### config.mk
export PLATFORM = sky130hd
export DESIGN_NAME = i2s_frame_ctrl
export DESIGN_NICKNAME = d
export VERILOG_FILES = /design/src/rtl/i2s_frame_ctrl.sv
export SDC_FILE = /design/constraint.sdc
export NUM_CORES = 1
export LEC_CHECK = 0
export CORE_UTILIZATION = 53
export DETAILED_ROUTE_END_ITERATION = 6
export HOLD_SLACK_MARGIN = 0.15
export PLACE_DENSITY_LB_ADDON = 0.05
export SYNTH_ARGS = -nofsm -noshare
export SYNTH_HDL_FRONTEND = slang
export SYNTH_SLANG_ARGS = --single-unit
### constraint.sdc
create_clock -name mck -period 4.47 [get_ports mck]
set_input_delay 0.447 -clock mck [delete_from_list [all_inputs] [get_ports mck]]
set_output_delay 0.447 -clock mck [all_outputs]
set_load 0.01 [all_outputs]
### src/rtl/i2s_frame_ctrl.sv
// I2S frame controller: divides mck into scki/bck/lrck, shifts stereo samples
// out on sdout and in from sdin, and exchanges sample pairs over valid/ready.
module i2s_frame_ctrl #(
    parameter int BCK_DIV       = 16,
    parameter int BITS_PER_SLOT = 32,
    parameter int DATA_W        = 24,
    parameter int DELAY         = 1
) (
    input  logic              mck,
    input  logic              reset_n,
    input  logic              enable,
    input  logic              sdin,
    output logic              scki,
    output logic              bck,
    output logic              lrck,
    output logic              sdout,
    output logic [DATA_W-1:0] rx_left,
    output logic [DATA_W-1:0] rx_right,
    output logic              rx_valid,
    input  logic              rx_ready,
    input  logic [DATA_W-1:0] tx_left,
    input  logic [DATA_W-1:0] tx_right,
    input  logic              tx_valid,
    output logic              tx_ready,
    output logic              overrun,
    output logic              underrun
);

    localparam int HALF  = BCK_DIV / 2;
    localparam int FRAME = 2 * BITS_PER_SLOT;
    localparam int DIV_W = $clog2(BCK_DIV);
    localparam int BIT_W = $clog2(FRAME);
    localparam int IDX_W = (DATA_W > 1) ? $clog2(DATA_W) : 1;

    typedef enum logic [1:0] {IDLE, RUN, DRAIN} state_t;

    state_t             state_q, state_d;
    logic [DIV_W-1:0]   div_q, div_d;
    logic [BIT_W-1:0]   bit_q, bit_d;
    logic               scki_q, bck_q, lrck_q, sdout_q;
    logic               bck_d, lrck_d;
    logic [DATA_W-1:0]  hold_l_q, hold_r_q;
    logic [DATA_W-1:0]  txsh_l_q, txsh_r_q;
    logic [DATA_W-1:0]  rxsh_l_q, rxsh_r_q;
    logic [DATA_W-1:0]  rx_left_q, rx_right_q;
    logic               rx_valid_q, tx_ready_q, overrun_q, underrun_q;
    logic               cap_q;

    logic               run, div_wrap, bit_last, frame_start, right;
    logic               data_bit, last_rx, sample_now;
    logic [BIT_W-1:0]   slot;
    int                 slot_i;
    logic [IDX_W-1:0]   idx;
    logic [DATA_W-1:0]  tx_word;

    always_comb begin
        run         = (state_q != IDLE);
        div_wrap    = (div_q == DIV_W'(BCK_DIV - 1));
        bit_last    = (bit_q == BIT_W'(FRAME - 1));
        frame_start = run && (div_q == '0) && (bit_q == '0);
        right       = (bit_q >= BIT_W'(BITS_PER_SLOT));
        slot        = right ? (bit_q - BIT_W'(BITS_PER_SLOT)) : bit_q;
        slot_i      = int'(slot);
        data_bit    = (slot_i >= DELAY) && (slot_i < DELAY + DATA_W);
        last_rx     = right && (slot_i == DELAY + DATA_W - 1);
        idx         = IDX_W'(DATA_W - 1 - (slot_i - DELAY));
        sample_now  = run && (div_q == DIV_W'(HALF)) && data_bit;

        // At frame start the shift regs are loading this very cycle, so read the source.
        if (frame_start)
            tx_word = tx_ready_q ? '0 : hold_l_q;
        else
            tx_word = right ? txsh_r_q : txsh_l_q;

        state_d = state_q;
        div_d   = '0;
        bit_d   = '0;
        if (run) begin
            div_d = div_wrap ? '0 : div_q + 1'b1;
            if (div_wrap)
                bit_d = bit_last ? '0 : bit_q + 1'b1;
            else
                bit_d = bit_q;
        end

        case (state_q)
            IDLE:    if (enable) state_d = RUN;
            RUN:     if (!enable) state_d = DRAIN;
            DRAIN: begin
                if (enable)
                    state_d = RUN;
                else if (div_wrap && bit_last)
                    state_d = IDLE;
            end
            default: state_d = IDLE;
        endcase

        bck_d  = (state_d != IDLE) && (div_d >= DIV_W'(HALF));
        lrck_d = (state_d != IDLE) && (bit_d >= BIT_W'(BITS_PER_SLOT));
    end

    always_ff @(posedge mck or negedge reset_n) begin
        if (!reset_n) begin
            state_q    <= IDLE;
            div_q      <= '0;
            bit_q      <= '0;
            scki_q     <= 1'b0;
            bck_q      <= 1'b0;
            lrck_q     <= 1'b0;
            sdout_q    <= 1'b0;
            hold_l_q   <= '0;
            hold_r_q   <= '0;
            txsh_l_q   <= '0;
            txsh_r_q   <= '0;
            rxsh_l_q   <= '0;
            rxsh_r_q   <= '0;
            rx_left_q  <= '0;
            rx_right_q <= '0;
            rx_valid_q <= 1'b0;
            tx_ready_q <= 1'b1;
            overrun_q  <= 1'b0;
            underrun_q <= 1'b0;
            cap_q      <= 1'b0;
        end else begin
            scki_q  <= ~scki_q;
            state_q <= state_d;
            div_q   <= div_d;
            bit_q   <= bit_d;
            bck_q   <= bck_d;
            lrck_q  <= lrck_d;

            if (state_d == IDLE)
                sdout_q <= 1'b0;
            else if (run && (div_q == '0))
                sdout_q <= data_bit ? tx_word[idx] : 1'b0;

            // Frame start consumes the holding state as it was before any same-cycle handshake.
            if (frame_start) begin
                txsh_l_q <= tx_ready_q ? '0 : hold_l_q;
                txsh_r_q <= tx_ready_q ? '0 : hold_r_q;
            end
            underrun_q <= frame_start && tx_ready_q;

            if (tx_valid && tx_ready_q) begin
                hold_l_q   <= tx_left;
                hold_r_q   <= tx_right;
                tx_ready_q <= 1'b0;
            end else if (frame_start) begin
                tx_ready_q <= 1'b1;
            end

            if (sample_now) begin
                if (right)
                    rxsh_r_q <= {rxsh_r_q[DATA_W-2:0], sdin};
                else
                    rxsh_l_q <= {rxsh_l_q[DATA_W-2:0], sdin};
            end
            cap_q <= sample_now && last_rx;

            if (cap_q) begin
                rx_left_q  <= rxsh_l_q;
                rx_right_q <= rxsh_r_q;
                rx_valid_q <= 1'b1;
            end else if (rx_valid_q && rx_ready) begin
                rx_valid_q <= 1'b0;
            end
            overrun_q <= cap_q && rx_valid_q && !rx_ready;
        end
    end

    assign scki     = scki_q;
    assign bck      = bck_q;
    assign lrck     = lrck_q;
    assign sdout    = sdout_q;
    assign rx_left  = rx_left_q;
    assign rx_right = rx_right_q;
    assign rx_valid = rx_valid_q;
    assign tx_ready = tx_ready_q;
    assign overrun  = overrun_q;
    assign underrun = underrun_q;

endmodule

== Word-level counts from Yosys, hierarchy flattened ==
Cells that the tools add are included.

* Add/subtract/negate cells: 5
* $lt $le $gt $ge: 6
* Eq/ne operators: 6
* Muxes and demuxes: 24
* Bitwise operators: 2
* Reduce and logical (&&, ||, !) cells: 27

{| class="wikitable"
|+ Operator list
! kind !! number
|-
| two-way mux 24 bit || 4
|-
| two-way mux 6 bit || 4
|-
| logical AND 1 bit || 15
|-
| equality test 6 bit (second input constant) || 2
|-
| >= comparator 6 bit (second input constant) || 2
|-
| nonzero test 2 bit || 5
|-
| equality test 4 bit (second input constant) || 2
|-
| two-way mux 1 bit || 8
|-
| two-way mux 2 bit || 4
|-
| two-way mux 4 bit || 2
|-
| adder 6 x 1 -> 6 bit (second input constant) || 1
|-
| >= comparator 6 x 1 -> 1 bit (second input constant) || 1
|-
| logical NOT 6 bit || 1
|-
| less-than comparator 5 x 6 -> 1 bit (second input constant) || 1
|-
| less-than comparator 6 x 5 -> 1 bit (second input constant) || 1
|-
| case mux 2 bit (3 select lines) || 1
|-
| subtractor 6 bit (second input constant) || 1
|-
| binary-select mux 1 bit (select 5 bit) || 1
|-
| subtractor 5 x 1 -> 5 bit (second input constant) || 1
|-
| subtractor 5 bit (first input constant) || 1
|-
| adder 4 x 1 -> 4 bit (second input constant) || 1
|-
| >= comparator 4 bit (second input constant) || 1
|-
| logical NOT 2 bit || 2
|-
| logical NOT 4 bit || 1
|-
| other kinds (5) || 7
|}

* Register bits: 213
* Bits of input ports: 54
* Output and inout bits: 56

== Longest topological paths before layout ==
* Depth in word-level cells: 9
* Depth in mapped cells: 12
* Gate-level depth less buffers: 9

== Least setup slack after synthesis ==
No wires, ideal clock.

* Kind: reg2reg
* Start point: register bit_q[0]
* End point: register rxsh_r_q[10]
* Arrival: 2.575 ns
* Required time: 4.345 ns
* Path slack: 1.770 ns
* Stages on the path, launching flop included: 13
* Path buffers: 3
* Clock period less this slack: 2.700 ns
* Path through: dfrtp_1 > clkbuf_1 > inv_1 > ha_1 > nand2b_1 > nor4_1 > a31oi_1 > nand2_1 > nor4b_1 > and2_1 > buf_2 > buf_2 > mux2_2

* Word-level cells in the longest chain between the ends: 6

{| class="wikitable"
|+ Ends and longest elaborated chain
! item !! RTL line !! source
|-
| start, declared || 39 || <nowiki>logic [BIT_W-1:0] bit_q, bit_d;</nowiki>
|-
| start signal, assigned || 128 || <nowiki>bit_q <= bit_d;</nowiki>
|-
| subtractor 6 bit / >= comparator 6 bit (equally long branches) || 62, 61 ||
|-
| two-way mux 6 bit || 62 || <nowiki>slot = right ? (bit_q - BIT_W'(BITS_PER_SLOT)) : bit_q;</nowiki>
|-
| >= comparator 6 x 1 -> 1 bit / less-than comparator 6 x 5 -> 1 bit (equally long branches) || 64 || <nowiki>data_bit = (slot_i >= DELAY) && (slot_i < DELAY + DATA_W);</nowiki>
|-
| logical AND 1 bit || 64 ||
|-
| logical AND 1 bit || 67 || <nowiki>sample_now = run && (div_q == DIV_W'(HALF)) && data_bit;</nowiki>
|-
| AND reduction 2 bit (no line) * || - ||
|-
| end signal, assigned || 154 || <nowiki>rxsh_r_q <= {rxsh_r_q[DATA_W-2:0], sdin};</nowiki>
|-
| end, declared || 44 || <nowiki>logic [DATA_W-1:0] rxsh_l_q, rxsh_r_q;</nowiki>
|}

Every way passes the cells marked *; elsewhere a longest branch is shown, timed or not.
A chain may end at the register's enable or synchronous reset.

== Worst setup path in the final report ==
* Start point: register bit_q[0]
* End point: register sdout_q, in the netlist sdout

* Word-level cells in the longest chain between the ends: 9

{| class="wikitable"
|+ Ends and longest elaborated chain
! item !! RTL line !! source
|-
| subtractor 6 bit / >= comparator 6 bit (equally long branches) || 62, 61 ||
|-
| two-way mux 6 bit || 62 ||
|-
| subtractor 5 x 1 -> 5 bit || 66 || <nowiki>idx = IDX_W'(DATA_W - 1 - (slot_i - DELAY));</nowiki>
|-
| subtractor 5 bit || 66 ||
|-
| binary-select mux 1 bit (select 5 bit) || 135 || <nowiki>sdout_q <= data_bit ? tx_word[idx] : 1'b0;</nowiki>
|-
| two-way mux 1 bit (implied by the code) || 135 ||
|-
| two-way mux 1 bit || 135 ||
|-
| two-way mux 1 bit || 134 || <nowiki>else if (run && (div_q == '0))</nowiki>
|-
| two-way mux 1 bit || 132 || <nowiki>if (state_d == IDLE)</nowiki>
|-
| end signal, assigned || 135 ||
|-
| end, declared || 40 || <nowiki>logic scki_q, bck_q, lrck_q, sdout_q;</nowiki>
|}

Several ways; a longest one is shown, not always the timed one. The select of a mux whose other input is x is not followed.

==> impl_metrics.csv <==
group,metric,value,unit
run_status,run_status,"finished clean",
critical_path,end_kind,"register",
critical_path,reg2regPathDepth,10,
cts,insertion_delay,0.50,ns
floorplan,design.die.area,0.0174,mm^2
power,power_leakage,5.06,nW
grt,grt_remaining_overflow,0,
yosys,synth.yosys.warnings,0,
critical_path,worst-path-max-fanout,38,
timing,final.period_utilization,0.726,
timing,fmax,308,MHz
drt,drt_pass1_iterations,6,
floorplan,num_io_pins,110,
timing,rsz0062_at_grt,"false",
grt,grt_max_degree,105,
grt,globalRouteTotalUtil,0.196,
final_layout,seqCellArea,0.00533,mm^2
final_layout,utilization,0.659,
final_layout,area.growth.synth_to_final,21.5,%
power,ir_worst_vdd,0.336,mV
yosys,syn_inst,693,
critical_path,startpoint_type,"register",
final_layout,final-instance-count-excl-fill,1026,
floorplan,die_x,132,um
critical_path,r2r_setup_slack,1.23,ns
yosys,ys_async_sr_fraction,1.00,
cts,cts_buffer_depth,3,
cts,number_of_h_tree_branching_levels,1,
drt,detailroute.via_count,5487,
hold_path,class_of_the_tightest_hold_or_removal_check,"reg -> reg",
cts,clkSinkCount,213,
placed_design,hpwlAfterDp,10.8,mm
final_layout,num-fill-cells,1226,
yosys,synth_nets,753,
drt,via_per_inst,5.35,
cts,root_buffer,"clkbuf_16",
timing,worst_pin_slew,1.10,ns
final_layout,multi_input_area,0.00338,mm^2
final_layout,final_common_cell,"dfrtp_1",
yosys,yosys.area.top_type_share,0.592,
drt,drt_iter0_markers,259,
power,power_density,488,mW/mm^2
placed_design,numPortBuffers,109,
critical_path,worst_r2r_endpoint,"sdout",
critical_path,required,4.87,ns
yosys,synth_seq_cells,213,
placed_design,placed_cells_incl_taps,987,
final_layout,fraction_of_layout_cells_with_a_size_suffix_above_1,0.268,
final_layout,fin_nets,851,
yosys,mean_cell_area_of_the_mapped_netlist,12.9,um^2
power,post_route_total_power,0.00531,W
power,power.sequential.fraction,0.490,
grt,grt_first_pass_wirelength,28.2,mm
cts,ctsResizeCount,0,
hold_path,timing.hold.worst.start,"scki",
drt,detail_route.drc_violations,0,
grt,via_count_of_the_first_global_routing_pass,5580,
grt,grt_antenna_before_repair,0,
run,cap_viol_max_count,0,
drt,drtAntennaViolNets,0,
critical_path,worstSetupEndpoint,"sdout",
placed_design,gpl.final_weighted_congestion,0.773,
drt,detail_route.wl_per_cell,15.9,um
yosys,synth-edff-count,0,
power,p_int,0.00388,W
critical_path,path_class,"reg -> reg",
power,clockPowerShare,0.325,
power,total_switching_power,0.00143,W
drt,finalWirelength,16.3,mm
critical_path,arrival,3.64,ns
timing,report.final.hold_viol_count,0,
cts,cts_tree,"yes",
power,portion_of_total_power_attributed_to_combinational_logic,0.186,
floorplan,dieHeight,132,um
timing,period_needed,3.24,ns
yosys,synth_top_flop_cell,"dfrtp_1",
floorplan,std_cell_core_area,0.0165,mm^2
power,power.share.switching,0.270,
timing,relSlewSlack,0.261,
final_layout,layout.cells.most_common_list,"dfrtp_1, mux2_2, clkdlybuf4s50_1",
yosys,synth_top_cell_by_area,"dfrtp_1",
floorplan,rows,47,
yosys,synth.distinct_cells,58,
cts,tritoncts.num_buffers,21,
timing,fin_tns_setup,0,ns
critical_path,r2r_start,"bit_q[0]",
timing,skew,0.0173,ns
yosys,combined_area_of_all_synthesized_cells,0.00896,mm^2
cts,path_clk_slew,0.06,ns
final_layout,antenna_fix_cells,0,
critical_path,worstSetupStartpoint,"bit_q[0]",
floorplan,effective_utilization_at_floorplan,0.542,
yosys,seq_area_frac_synth,0.595,
yosys,most_area_consuming_cells_after_synthesis,"dfrtp_1, mux2_2, nand2_1, o21ai_0, mux4_2",
timing,finalSetupViolations,0,
timing,timing.final.max_slew_violations,0,
[metrics by stage]
step	cell area [um^2]	setup slack, ns	hold slack, ns
2_1_floorplan	8960	1.77	0.151
3_3_place_gp	10200	1.39	0.404
3_5_place_dp	10200	1.26	0.414
4_1_cts	10900	1.25	0.423
5_1_grt	10900	0.935	0.433
6_report	10900	1.23	0.421
[worst min path at each step]
stage | to | slack [ns] | cells past startpoint
final | scki | 0.42 | 1
after global placement | scki | 0.40 | 1
after CTS | scki | 0.42 | 1
after detailed placement | scki | 0.41 | 1
after floorplan | bck | 0.15 | 0
after global routing | scki | 0.43 | 1
[cells by family (layout without fill, tap and decap cells)]
kind of cell	Yosys count	in the layout	share of synthesized area
flip-flops	213	213	0.595
buffers and inverters	55	168	0.0292
AO/OA/AOI/OAI	81	81	0.0543
adder cells (fa/ha/maj)	6	6	0.00838
XOR/XNOR	9	9	0.00879
multiplexers	165	165	0.220
AND/OR/NAND/NOR	164	164	0.0845
[synthesized netlist by cell type, drive strengths merged, types with 2 or more instances]
cell,instances
dfrtp,212
mux2,144
nand2,106
o21ai,51
clkbuf,27
buf,18
nor2,17
mux4,11
inv,10
mux2i,10
nor3,9
a21oi,8
ha,6
nand2b,6
and3,5
xor2,5
nand3,4
xnor2,4
a31o,3
nor2b,3
a2111oi,2
a21o,2
a311oi,2
and2,2
nand4,2
nor4,2
nor4b,2
[power by group through the flow]
stage                     Combinational (W)  Sequential, W  Clock (W)
after global routing                0.00112        0.00265    0.00185
final                              0.000986        0.00260    0.00172
after detailed placement           0.000999        0.00263          0
after CTS                           0.00101        0.00260    0.00178
after floorplan                    0.000752        0.00254          0
after global placement             0.000964        0.00261          0
[flip-flops by register name, summed over array words and instances (netlist names), 2 cells and up]
name,flops
rx_right,24
hold_r_q,24
rxsh_r_q,24
state_q,2
bit_q,6
rx_left,24
hold_l_q,24
div_q,4
txsh_l_q,24
txsh_r_q,24
rxsh_l_q,24
[per-layer routing]
| metal | GRT usage | wire length [um] | part of all wire | up-vias |
|---|---|---|---|---|
| met4 | 0.0510 | 217 | 0.013 | 0 |
| met5 | 0 | 0 | 0 | - |
| met3 | 0.0261 | 671 | 0.041 | 14 |
| li1 | - | - | - | 2604 |
| met1 | 0.275 | 7500 | 0.46 | 2748 |
| met2 | 0.325 | 7920 | 0.49 | 121 |
[cell type report]
type / count / area share
timing repair buffer: 120 / 0.108
clock inverter: 5 / 0.00494
inverter: 10 / 0.00345
sequential: 213 / 0.490
clock buffer: 33 / 0.0579
multi-input combinational: 425 / 0.310
tap: 220 / 0.0253
[critical path: stages, from the launching register on]
cell       delay (ns)
dfrtp_1          0.36
buf_4            0.22
inv_1            0.24
ha_1             0.27
nand2b_1         0.15
nor4_2           0.29
nand2_2          0.45
nor3_1           0.29
a2111oi_0        0.09
or4_1            0.51
o32ai_1          0.28
[timing repair]
action                                 in CTS  in global routing
endpoints found under the hold margin     100                  0
hold buffers                                1                  0
buffers inserted                            0                  0
(Power assumes the default switching activity.)
